## src/rtl/ptm_pkg.sv

```systemverilog
// Shared definitions for the pattern-match logger: default widths and the
// run-control state encoding used by the logger, PTM and the bench.
package ptm_pkg;

    localparam int PTM_AW    = 10;
    localparam int PTM_DEPTH = 16;

    typedef enum logic [1:0] {
        IDLE    = 2'd0,
        COLLECT = 2'd1,
        DONE    = 2'd2
    } state_e;

endpackage

```

## src/rtl/ptm_addr_fifo.sv

```systemverilog
// Synchronous first-word fall-through FIFO for match addresses. The clear
// input takes priority over push and pop. The head reads as zero when empty.
module ptm_addr_fifo
    import ptm_pkg::*;
#(
    parameter int AW    = PTM_AW,
    parameter int DEPTH = PTM_DEPTH
) (
    input  logic          clk,
    input  logic          rst,
    input  logic          clr,
    input  logic          push,
    input  logic [AW-1:0] push_data,
    input  logic          pop,
    output logic [AW-1:0] pop_data,
    output logic          full,
    output logic          empty
);

    localparam int PW = $clog2(DEPTH);

    logic [AW-1:0] mem_q [DEPTH];
    logic [PW-1:0] wr_ptr_q, wr_ptr_d;
    logic [PW-1:0] rd_ptr_q, rd_ptr_d;
    logic [PW:0]   count_q, count_d;
    logic          do_push, do_pop;

    assign full  = (count_q == (PW+1)'(DEPTH));
    assign empty = (count_q == '0);

    // A pop frees the head slot this edge, so a full FIFO still accepts a push.
    assign do_pop  = pop && !empty;
    assign do_push = push && (!full || do_pop);

    // NOTE: every output of an always_comb gets a default first, so no path leaves it unassigned and no latch is inferred.
    always_comb begin
        wr_ptr_d = wr_ptr_q;
        rd_ptr_d = rd_ptr_q;
        count_d  = count_q;
        if (clr) begin
            wr_ptr_d = '0;
            rd_ptr_d = '0;
            count_d  = '0;
        end else begin
            if (do_push) wr_ptr_d = wr_ptr_q + PW'(1);
            if (do_pop)  rd_ptr_d = rd_ptr_q + PW'(1);
            case ({do_push, do_pop})
                2'b10:   count_d = count_q + (PW+1)'(1);
                2'b01:   count_d = count_q - (PW+1)'(1);
                default: count_d = count_q;
            endcase
        end
    end

    // NOTE: state registers use non-blocking assignments so every flop samples the pre-edge values.
    always_ff @(posedge clk) begin
        if (rst) begin
            wr_ptr_q <= '0;
            rd_ptr_q <= '0;
            count_q  <= '0;
        end else begin
            wr_ptr_q <= wr_ptr_d;
            rd_ptr_q <= rd_ptr_d;
            count_q  <= count_d;
        end
    end

    // NOTE: the storage array is deliberately not reset; stale words are never visible because the head is masked while empty.
    always_ff @(posedge clk) begin
        if (do_push && !clr) mem_q[wr_ptr_q] <= push_data;
    end

    assign pop_data = empty ? '0 : mem_q[rd_ptr_q];

endmodule

```

## src/rtl/ptm_match_log.sv

```systemverilog
// Collects PTM match addresses for one run into a FIFO, counts matches and
// compares the count against PTM's own result total when the run finishes.
module ptm_match_log
    import ptm_pkg::*;
#(
    parameter int AW    = PTM_AW,
    parameter int DEPTH = PTM_DEPTH
) (
    input  logic          clk,
    input  logic          rst,
    input  logic          start,
    input  logic          in_en,
    input  logic [AW-1:0] in_addr,
    input  logic          in_flag,
    input  logic          in_fin,
    input  logic [AW-1:0] in_result,
    input  logic          rd_req,
    output logic          rd_valid,
    output logic [AW-1:0] rd_addr,
    output logic [AW:0]   match_cnt,
    output logic          overflow,
    output logic          done,
    output logic          mismatch
);

    localparam int CW = AW + 1;

    state_e        state_q, state_d;
    logic [CW-1:0] match_cnt_q, match_cnt_d;
    logic          overflow_q, overflow_d;
    logic          mismatch_q, mismatch_d;

    logic          capture;
    logic          start_run;
    logic [CW-1:0] cnt_next;
    logic          fifo_full;
    logic          fifo_empty;

    assign capture   = (state_q == COLLECT) && in_en && in_flag;
    assign start_run = start && (state_q != COLLECT);
    assign cnt_next  = (capture && (match_cnt_q != '1)) ? match_cnt_q + CW'(1) : match_cnt_q;

    always_comb begin
        state_d     = state_q;
        match_cnt_d = match_cnt_q;
        overflow_d  = overflow_q;
        mismatch_d  = mismatch_q;
        case (state_q)
            IDLE, DONE: begin
                if (start) begin
                    state_d     = COLLECT;
                    match_cnt_d = '0;
                    overflow_d  = 1'b0;
                    mismatch_d  = 1'b0;
                end
            end
            COLLECT: begin
                match_cnt_d = cnt_next;
                // Dropped only when full and no pop frees a slot this edge.
                if (capture && fifo_full && !rd_req) overflow_d = 1'b1;
                if (in_fin) begin
                    state_d    = DONE;
                    mismatch_d = (cnt_next != {1'b0, in_result});
                end
            end
            default: state_d = IDLE;
        endcase
    end

    always_ff @(posedge clk) begin
        if (rst) begin
            state_q     <= IDLE;
            match_cnt_q <= '0;
            overflow_q  <= 1'b0;
            mismatch_q  <= 1'b0;
        end else begin
            state_q     <= state_d;
            match_cnt_q <= match_cnt_d;
            overflow_q  <= overflow_d;
            mismatch_q  <= mismatch_d;
        end
    end

    ptm_addr_fifo #(
        .AW    (AW),
        .DEPTH (DEPTH)
    ) u_fifo (
        .clk       (clk),
        .rst       (rst),
        .clr       (start_run),
        .push      (capture),
        .push_data (in_addr),
        .pop       (rd_req),
        .pop_data  (rd_addr),
        .full      (fifo_full),
        .empty     (fifo_empty)
    );

    assign rd_valid  = !fifo_empty;
    assign match_cnt = match_cnt_q;
    assign overflow  = overflow_q;
    assign done      = (state_q == DONE);
    assign mismatch  = mismatch_q;

endmodule
```

## config.mk

```make
export PLATFORM = sky130hd
export DESIGN_NAME = ptm_match_log
export DESIGN_NICKNAME = d
export VERILOG_FILES = /design/src/rtl/ptm_pkg.sv /design/src/rtl/ptm_addr_fifo.sv /design/src/rtl/ptm_match_log.sv
export SDC_FILE = /design/constraint.sdc
export NUM_CORES = 1
export LEC_CHECK = 0
export CELL_PAD_IN_SITES_DETAIL_PLACEMENT = 1
export CELL_PAD_IN_SITES_GLOBAL_PLACEMENT = 1
export CORE_UTILIZATION = 51
export CTS_CLUSTER_SIZE = 14
export DETAILED_ROUTE_END_ITERATION = 6
export PLACE_DENSITY = 0.77
export SYNTH_ARGS = -nofsm -noshare
export SYNTH_HDL_FRONTEND = slang
export SYNTH_SLANG_ARGS = --single-unit
```

## constraint.sdc

```tcl
create_clock -name clk -period 3 [get_ports clk]
set_input_delay 0.75 -clock clk [delete_from_list [all_inputs] [get_ports clk]]
set_output_delay 0.75 -clock clk [all_outputs]
set_load 0.05 [all_outputs]
```

==> metrics.md, run 1 <==
| Metric | Value |
|---|---|
| Status | finished with violations |
| Failing checks | setup timing |
| Reg-to-reg startpoint | u_fifo.count_q[0] |
| Synthesized flop and latch total | between 150 and 200 |
| Crit path time final | 3.18 ns |
| Worst-margin pin slew | 0.638 ns |
| Initial core utilization | 0.529 |
| Count of final hold-check violations | 0 |
| Vias/cell | 5.92 |
| DRC viols | 0 |
| DIE WIDTH | 128 µm |
| Clk_lat worst skew | 0.43 ns |
| Depth of the most critical reg-to-reg path | 13 |
| Hold Crit Class | register to register |
| Mapped Avg Cell Area | 17.4 µm² |
| Hold-fix buffers, CTS | 0 |
| Multi-input gate area | 2510 µm² |
| Die Area | 16400 µm² |
| Crit path kind | register to output port |
| Leakage | 3.20 nW |
| CP arrival | 2.43 ns |
| Share of Yosys cell area claimed by the top area cell type | 0.591 |
| FF/Latch Area | ~5500 µm² |
| Total Neg Setup Slack | -1.63 ns |
| YS warnings | 0 |
| Netlist cell types | between 50 and 60 |
| Pwr/cell area | 534 nW/µm² |
| Worst R2R Setup Slack | 0.17 ns |
| First-pass GRT wire length | 28.6 mm |
| RD Place Congestion | 0.813 |
| Avg WL per Cell | 25.0 µm |
| Count leader, synth | edfxtp_1 |
| IO Port Bufs | 51 |
| Syn Std Cell Area | ~8100 µm² |
| PnR worst setup slack | -0.179 ns |
| Placed Cells | 742 |
| Final Non-Filler Cells | just under 800 |
| Final ANT Viol Nets | 0 |
| Fillers | approximately 1400 |
| Max-cap viol count | 0 |
| GRT Total Usage | 0.250 |
| Slew margin rel. | 0.574 |
| Worst-path clk slew | 0.07 ns |
| Sequential-to-total area share from yosys stat | 0.670 |
| Drt pass-1 iters | 4 |
| Root Buffer | clkbuf_16 |
| Die height | 128 µm |
| Worst setup path end | rd_addr[2] |
| Final Skew | 0.00530 ns |
| Crit. End Element | output port |
| Post-Synthesis Net Count | slightly above 500 |
| Clock buffer depth | 2 |
| Main synth FF type | edfxtp_1 |
| Post-synth EDFFs | 160 |
| Vias in the first global route | between 4000 and 5000 |
| Area leader, netlist | edfxtp_1 |
| Final wirelength | 19.4 mm |
| # setup viols final | 10 |
| Num rows | 45 |
| TritonCTS Buffers | 17 |
| Peak VDD IR | 401 µV |
| Largest net degree at the start of global routing | 41 |
| DP HPWL | 12.1 mm |
| Via count | approximately 4600 |
| Core Region | 15400 µm² |
| Final #Nets | just under 600 |
| Clock sinks | approximately 190 |
| Reg2reg end | u_fifo.count_q[4] |
| Worst setup SP type | register |
| Final Util | 0.638 |
| Count of pins over their slew limit | 0 |
| I/O pins | 52 |
| Synth top cells by count | 160 x edfxtp_1, 38 x mux4_2, 32 x dfxtp_1 |
| Tcrit/Tclk final | 1.06 |
| Asr flop ratio synth | 0 |
| Initial antenna violation count | 0 |
| Area growth syn-to-layout | 20.6% |
| Antenna Cells | 0 |
| DRT iter0 DRCs | roughly 350 |
| Gr ovfl total | 0 |
| Max Fanout on Critical Path | 7 |
| CTS tree | done |
| Synth area leaders | edfxtp_1 59%, mux4_2 11%, dfxtp_1 7.9%, mux4_1 3.9%, ha_1 1.5% |
| Synthesized instance count | around 470 |
| Data required time at the worst endpoint | approximately 2.3 ns |
| Htree depth | 4 |
| RSZ-0062 raised after global routing | true |
| Fmax | 315 MHz |
| Share of cells above drive strength 1 | 0.254 |
where the power goes:
part	switching (mW)	total [mW]	leakage (nW)	internal, mW
Sequential	0.00717	2.90	1.70	2.89
Combinational	0.114	0.200	1.23	0.0851
Clock	0.985	2.14	0.275	1.15
Total	1.11	5.23	3.20	4.13
final cells by class:
class,instances,area share
sequential,192,0.556
timing repair buffer,88,0.101
tap,211,0.0269
multi-input combinational,246,0.256
clock buffer,17,0.0434
inverter,8,0.00306
clock inverter,15,0.0135
flip-flops by register name, summed over array words and instances, names as in the netlist, named ones only:
register         count
match_cnt           11
mismatch             1
overflow             1
state_q              2
u_fifo.count_q       5
u_fifo.mem_q       160
u_fifo.rd_ptr_q      4
u_fifo.wr_ptr_q      4
layout by cell type (no fill, tap or decap), types with 7 or more instances in the layout:
cell type,n
xnor2_1,11
buf_6,9
inv_1,7
clkdlybuf4s50_1,40
dfxtp_1,30
xor2_1,14
nand2_1,15
buf_12,13
buf_4,23
mux4_2,49
nor2b_1,12
a21oi_1,13
and2_1,19
edfxtp_1,160
ha_1,9
nor2_1,31
clkbuf_16,18
timing repair:
item	CTS	global route
gates cloned	2	1
setup endpoints to repair	11	11
gates resized for setup	16	22
setup buffers	2	0
pin swaps	1	1
how the worst min path moves through the flow:
stage | start | endpoint | slack [ns] | cells past startpoint
after global routing | u_fifo.rd_ptr_q[3] | u_fifo.rd_ptr_q[3] | 0.59 | 2
final | u_fifo.rd_ptr_q[3] | u_fifo.rd_ptr_q[3] | 0.54 | 2
after detailed placement | u_fifo.count_q[2] | u_fifo.count_q[2] | 0.53 | 2
after CTS | u_fifo.count_q[2] | u_fifo.count_q[2] | 0.54 | 2
after floorplan | u_fifo.count_q[3] | u_fifo.count_q[3] | 0.48 | 2
after global placement | overflow | overflow | 0.50 | 2
per-stage QoR:
step	worst slack (ns)	total power [mW]	hold slack, ns	area [µm²]
global route	-0.260	5.36	0.587	9800
floorplan	0.251	3.04	0.478	8130
detailed placement	-0.265	3.15	0.526	9130
finish	-0.179	5.23	0.542	9800
global placement	-0.0835	3.14	0.496	9130
CTS	-0.236	5.25	0.541	9810
routing by layer:
metal,up-vias,part of all wire,global-route usage
met5,-,0,0
met4,0,0.025,0.0941
met3,34,0.055,0.0576
met2,166,0.52,0.422
met1,2396,0.40,0.316
li1,2003,-,-
cells by family after synthesis:
logic type / after synthesis / share of synthesized area
buf+inv: 30 / 0.0213
simple gates: 119 / 0.0825
xor+xnor: 25 / 0.0269
mux: 53 / 0.148
compound gates: 38 / 0.0334
fa+ha+maj: 11 / 0.0179
flops: 192 / 0.670
worst max-delay path: stages (launching register included):
cell	delay [ns]
dfxtp_4	0.46
buf_12	0.17
mux4_2	0.51
mux4_2	0.54
nor2b_4	0.16
buf_6	0.15
Note: power is estimated with default switching activity, not from simulation.
==> run 2: changes to the inputs <==
Settings changed: PLACE_DENSITY 0.77 to 0.78.
==> run 2 against run 1 <==
Effect of this change:
- the run still ends with setup timing left
- first-iteration DRC count is 30% lower
- critical path depth unchanged
- routed wire length increased by 3.3%
- sequential cell count unchanged
- clock skew grew 0.0065 ns
- sequential share of layout area down 0.15 points
- critical endpoint unchanged
- fmax down 1.8%
- worst hold slack got worse by 0.011 ns
- die area did not move
==> metrics.md, run 2 (synthesized netlist as in run 1, its figures left out) <==
| Metric | Value |
|---|---|
| Status | finished with violations |
| Failing checks | setup timing |
| Final #Nets | ~590 |
| Switching Share | 0.213 |
| Root Buffer | clkbuf_16 |
| Depth of the most critical reg-to-reg path | 13 |
| Met3 WL | 1.01 mm |
| Antenna Cells | 0 |
| Clock buffer depth | 2 |
| Most frequent cells in the layout | 160 x edfxtp_1, 42 x mux4_2, 40 x clkdlybuf4s50_1 |
| DRC viols | 0 |
| Area growth syn-to-layout | 20.9% |
| Final Non-Filler Cells | 779 |
| Count of final hold-check violations | 0 |
| Placed Cells | 741 |
| Tcrit/Tclk final | 1.08 |
| PnR worst setup slack | -0.238 ns |
| Vias/cell | between 5 and 6 |
| Core Region | 15400 µm² |
| Largest Register | u_fifo.mem_q |
| Initial antenna violation count | 0 |
| Most used cell, CP | mux4_2 |
| Num rows | 45 |
| Worst setup SP type | register |
| Slew margin rel. | 0.547 |
| Layout Cell Area excl Fill | about 9800 µm² |
| P_sw | 1.14 mW |
| Tot Pwr | roughly 5.3 mW |
| Combinational Power Share | 0.037 |
| Post-placement setup slack | -0.313 ns |
| Max Used Layer | met4 |
| Int Pwr | about 4.2 mW |
| Die Area | 16400 µm² |
| Fmax | 309 MHz |
| FF/Latch Area | 5450 µm² |
| Crit. End Element | output port |
| TritonCTS Buffers | 17 |
| Clk_lat worst skew | 0.44 ns |
| Peak VDD IR | 413 µV |
| Via count | about 4600 |
| Max Fanout on Critical Path | 6 |
| Flop pwr share | 0.542 |
| # setup viols final | 10 |
| Multi-input gate area | 2510 µm² |
| Hold Crit Class | register to register |
| Crit path max-delay cell type | mux4_2 |
| DP HPWL | approximately 12 mm |
| Pwr/cell area | 544 nW/µm² |
| RSZ-0062 raised after global routing | true |
| Drt pass-1 iters | 4 |
| Share of cells above drive strength 1 | 0.239 |
| Crit path kind | register to output port |
| Met1 WL | 7.94 mm |
| Largest net degree at the start of global routing | around 40 |
| DIE WIDTH | approximately 130 µm |
| Max-cap viol count | 0 |
| DRT iter0 DRCs | 244 |
| Critical Path Max Stage Delay | 0.51 ns |
| Max reg flops | between 150 and 200 |
| Leakage | 3.23 nW |
| Initial core utilization | 0.529 |
| Final ANT Viol Nets | 0 |
| Vias in the first global route | 4951 |
| I/O pins | 52 |
| CTS tree | done |
| Met2 wire length | 10.7 mm |
| Final wirelength | 20.0 mm |
| Gr ovfl total | 0 |
| CP arrival | 2.49 ns |
| RD Place Congestion | between 0.8 and 0.9 |
| Hold path depth | 2 |
| GRT Total Usage | 0.262 |
| Crit path cell chain | clkbuf_16 > mux4_2 > mux4_2 > nor2b_1 > buf_6 |
| Die height | 128 µm |
| Worst-margin pin slew | 0.678 ns |
| Commonest non-fill, non-tap cell in the layout | edfxtp_1 |
| Htree depth | 4 |
| Placed cell areas | about 9000 µm² |
| Data required time at the worst endpoint | between 2 and 2.5 ns |
| Clock share of power | 0.421 |
| Clock sinks | about 190 |
| Final Skew | around 0.012 ns |
| Crit path time final | 3.24 ns |
| IO Port Bufs | 51 |
| Avg WL per Cell | 25.7 µm |
| First-pass GRT wire length | approximately 30 mm |
| Worst-path clk slew | 0.07 ns |
| Count of pins over their slew limit | 0 |
| Fillers | 1363 |
## run 2: changes by cell type in the layout (fill, tap and decap cells not counted), moves of 2 or more
cell	before	now
mux4_1	1	8
mux4_2	49	42
buf_4	23	29
buf_12	13	8
nor2b_1	12	15
nor2b_4	3	0
buf_16	0	2
buf_8	2	0
## run 2: what timing repair did
| item | 4_1_cts | 5_1_grt |
|---|---|---|
| gates resized for setup | 14 | 9 |
| pin swaps | 1 | 1 |
| buffers inserted | 1 | 1 |
| gates cloned | 2 | 2 |
| endpoints found under the setup margin | 11 | 11 |
| hold buffers | 0 | 0 |
## run 2: worst paths after layout
kind                      from  slack (ns)           endpoint
max                   register       -0.24         rd_addr[2]
min                   overflow        0.53           overflow
max reg2reg  u_fifo.count_q[0]        0.23  u_fifo.count_q[4]
min reg2reg           overflow        0.53           overflow
## run 2: power by group through the flow
stage	combinational (mW)	sequential, mW	clock, mW
after floorplan	0.0851	2.96	0
after global placement	0.183	2.95	0
after detailed placement	0.191	2.95	0
after CTS	0.196	2.89	2.27
after global routing	0.213	2.89	2.36
final	0.199	2.90	2.25
## run 2: area by class of cell
cell class | instances | area share
tap | 211 | 0.0269
timing repair buffer | 90 | 0.100
clock inverter | 15 | 0.0159
sequential | 192 | 0.555
multi-input combinational | 246 | 0.256
inverter | 8 | 0.00306
clock buffer | 17 | 0.0433
## run 2: metal layers
layer,GRT usage,vias to the layer above
li1,-,2016
met5,0,-
met1,0.315,2367
met3,0.0622,26
met2,0.461,152
met4,0.0900,0
## run 2: per-stage QoR
stage | util | setup TNS (ns) | hold WS (ns)
CTS | 0.635 | -2.17 | 0.531
finish | 0.639 | -2.22 | 0.531
global placement | 0.591 | -0.0768 | 0.500
detailed placement | 0.591 | -0.444 | 0.509
global route | 0.639 | -2.93 | 0.567
floorplan | - | 0 | 0.478
## run 2: worst max-delay path, delay by kind of cell (launching register included)
kind,cells,cell delay (ns)
mux,2,1.00
flops,1,0.48
buf+inv,2,0.38
simple gates,1,0.19
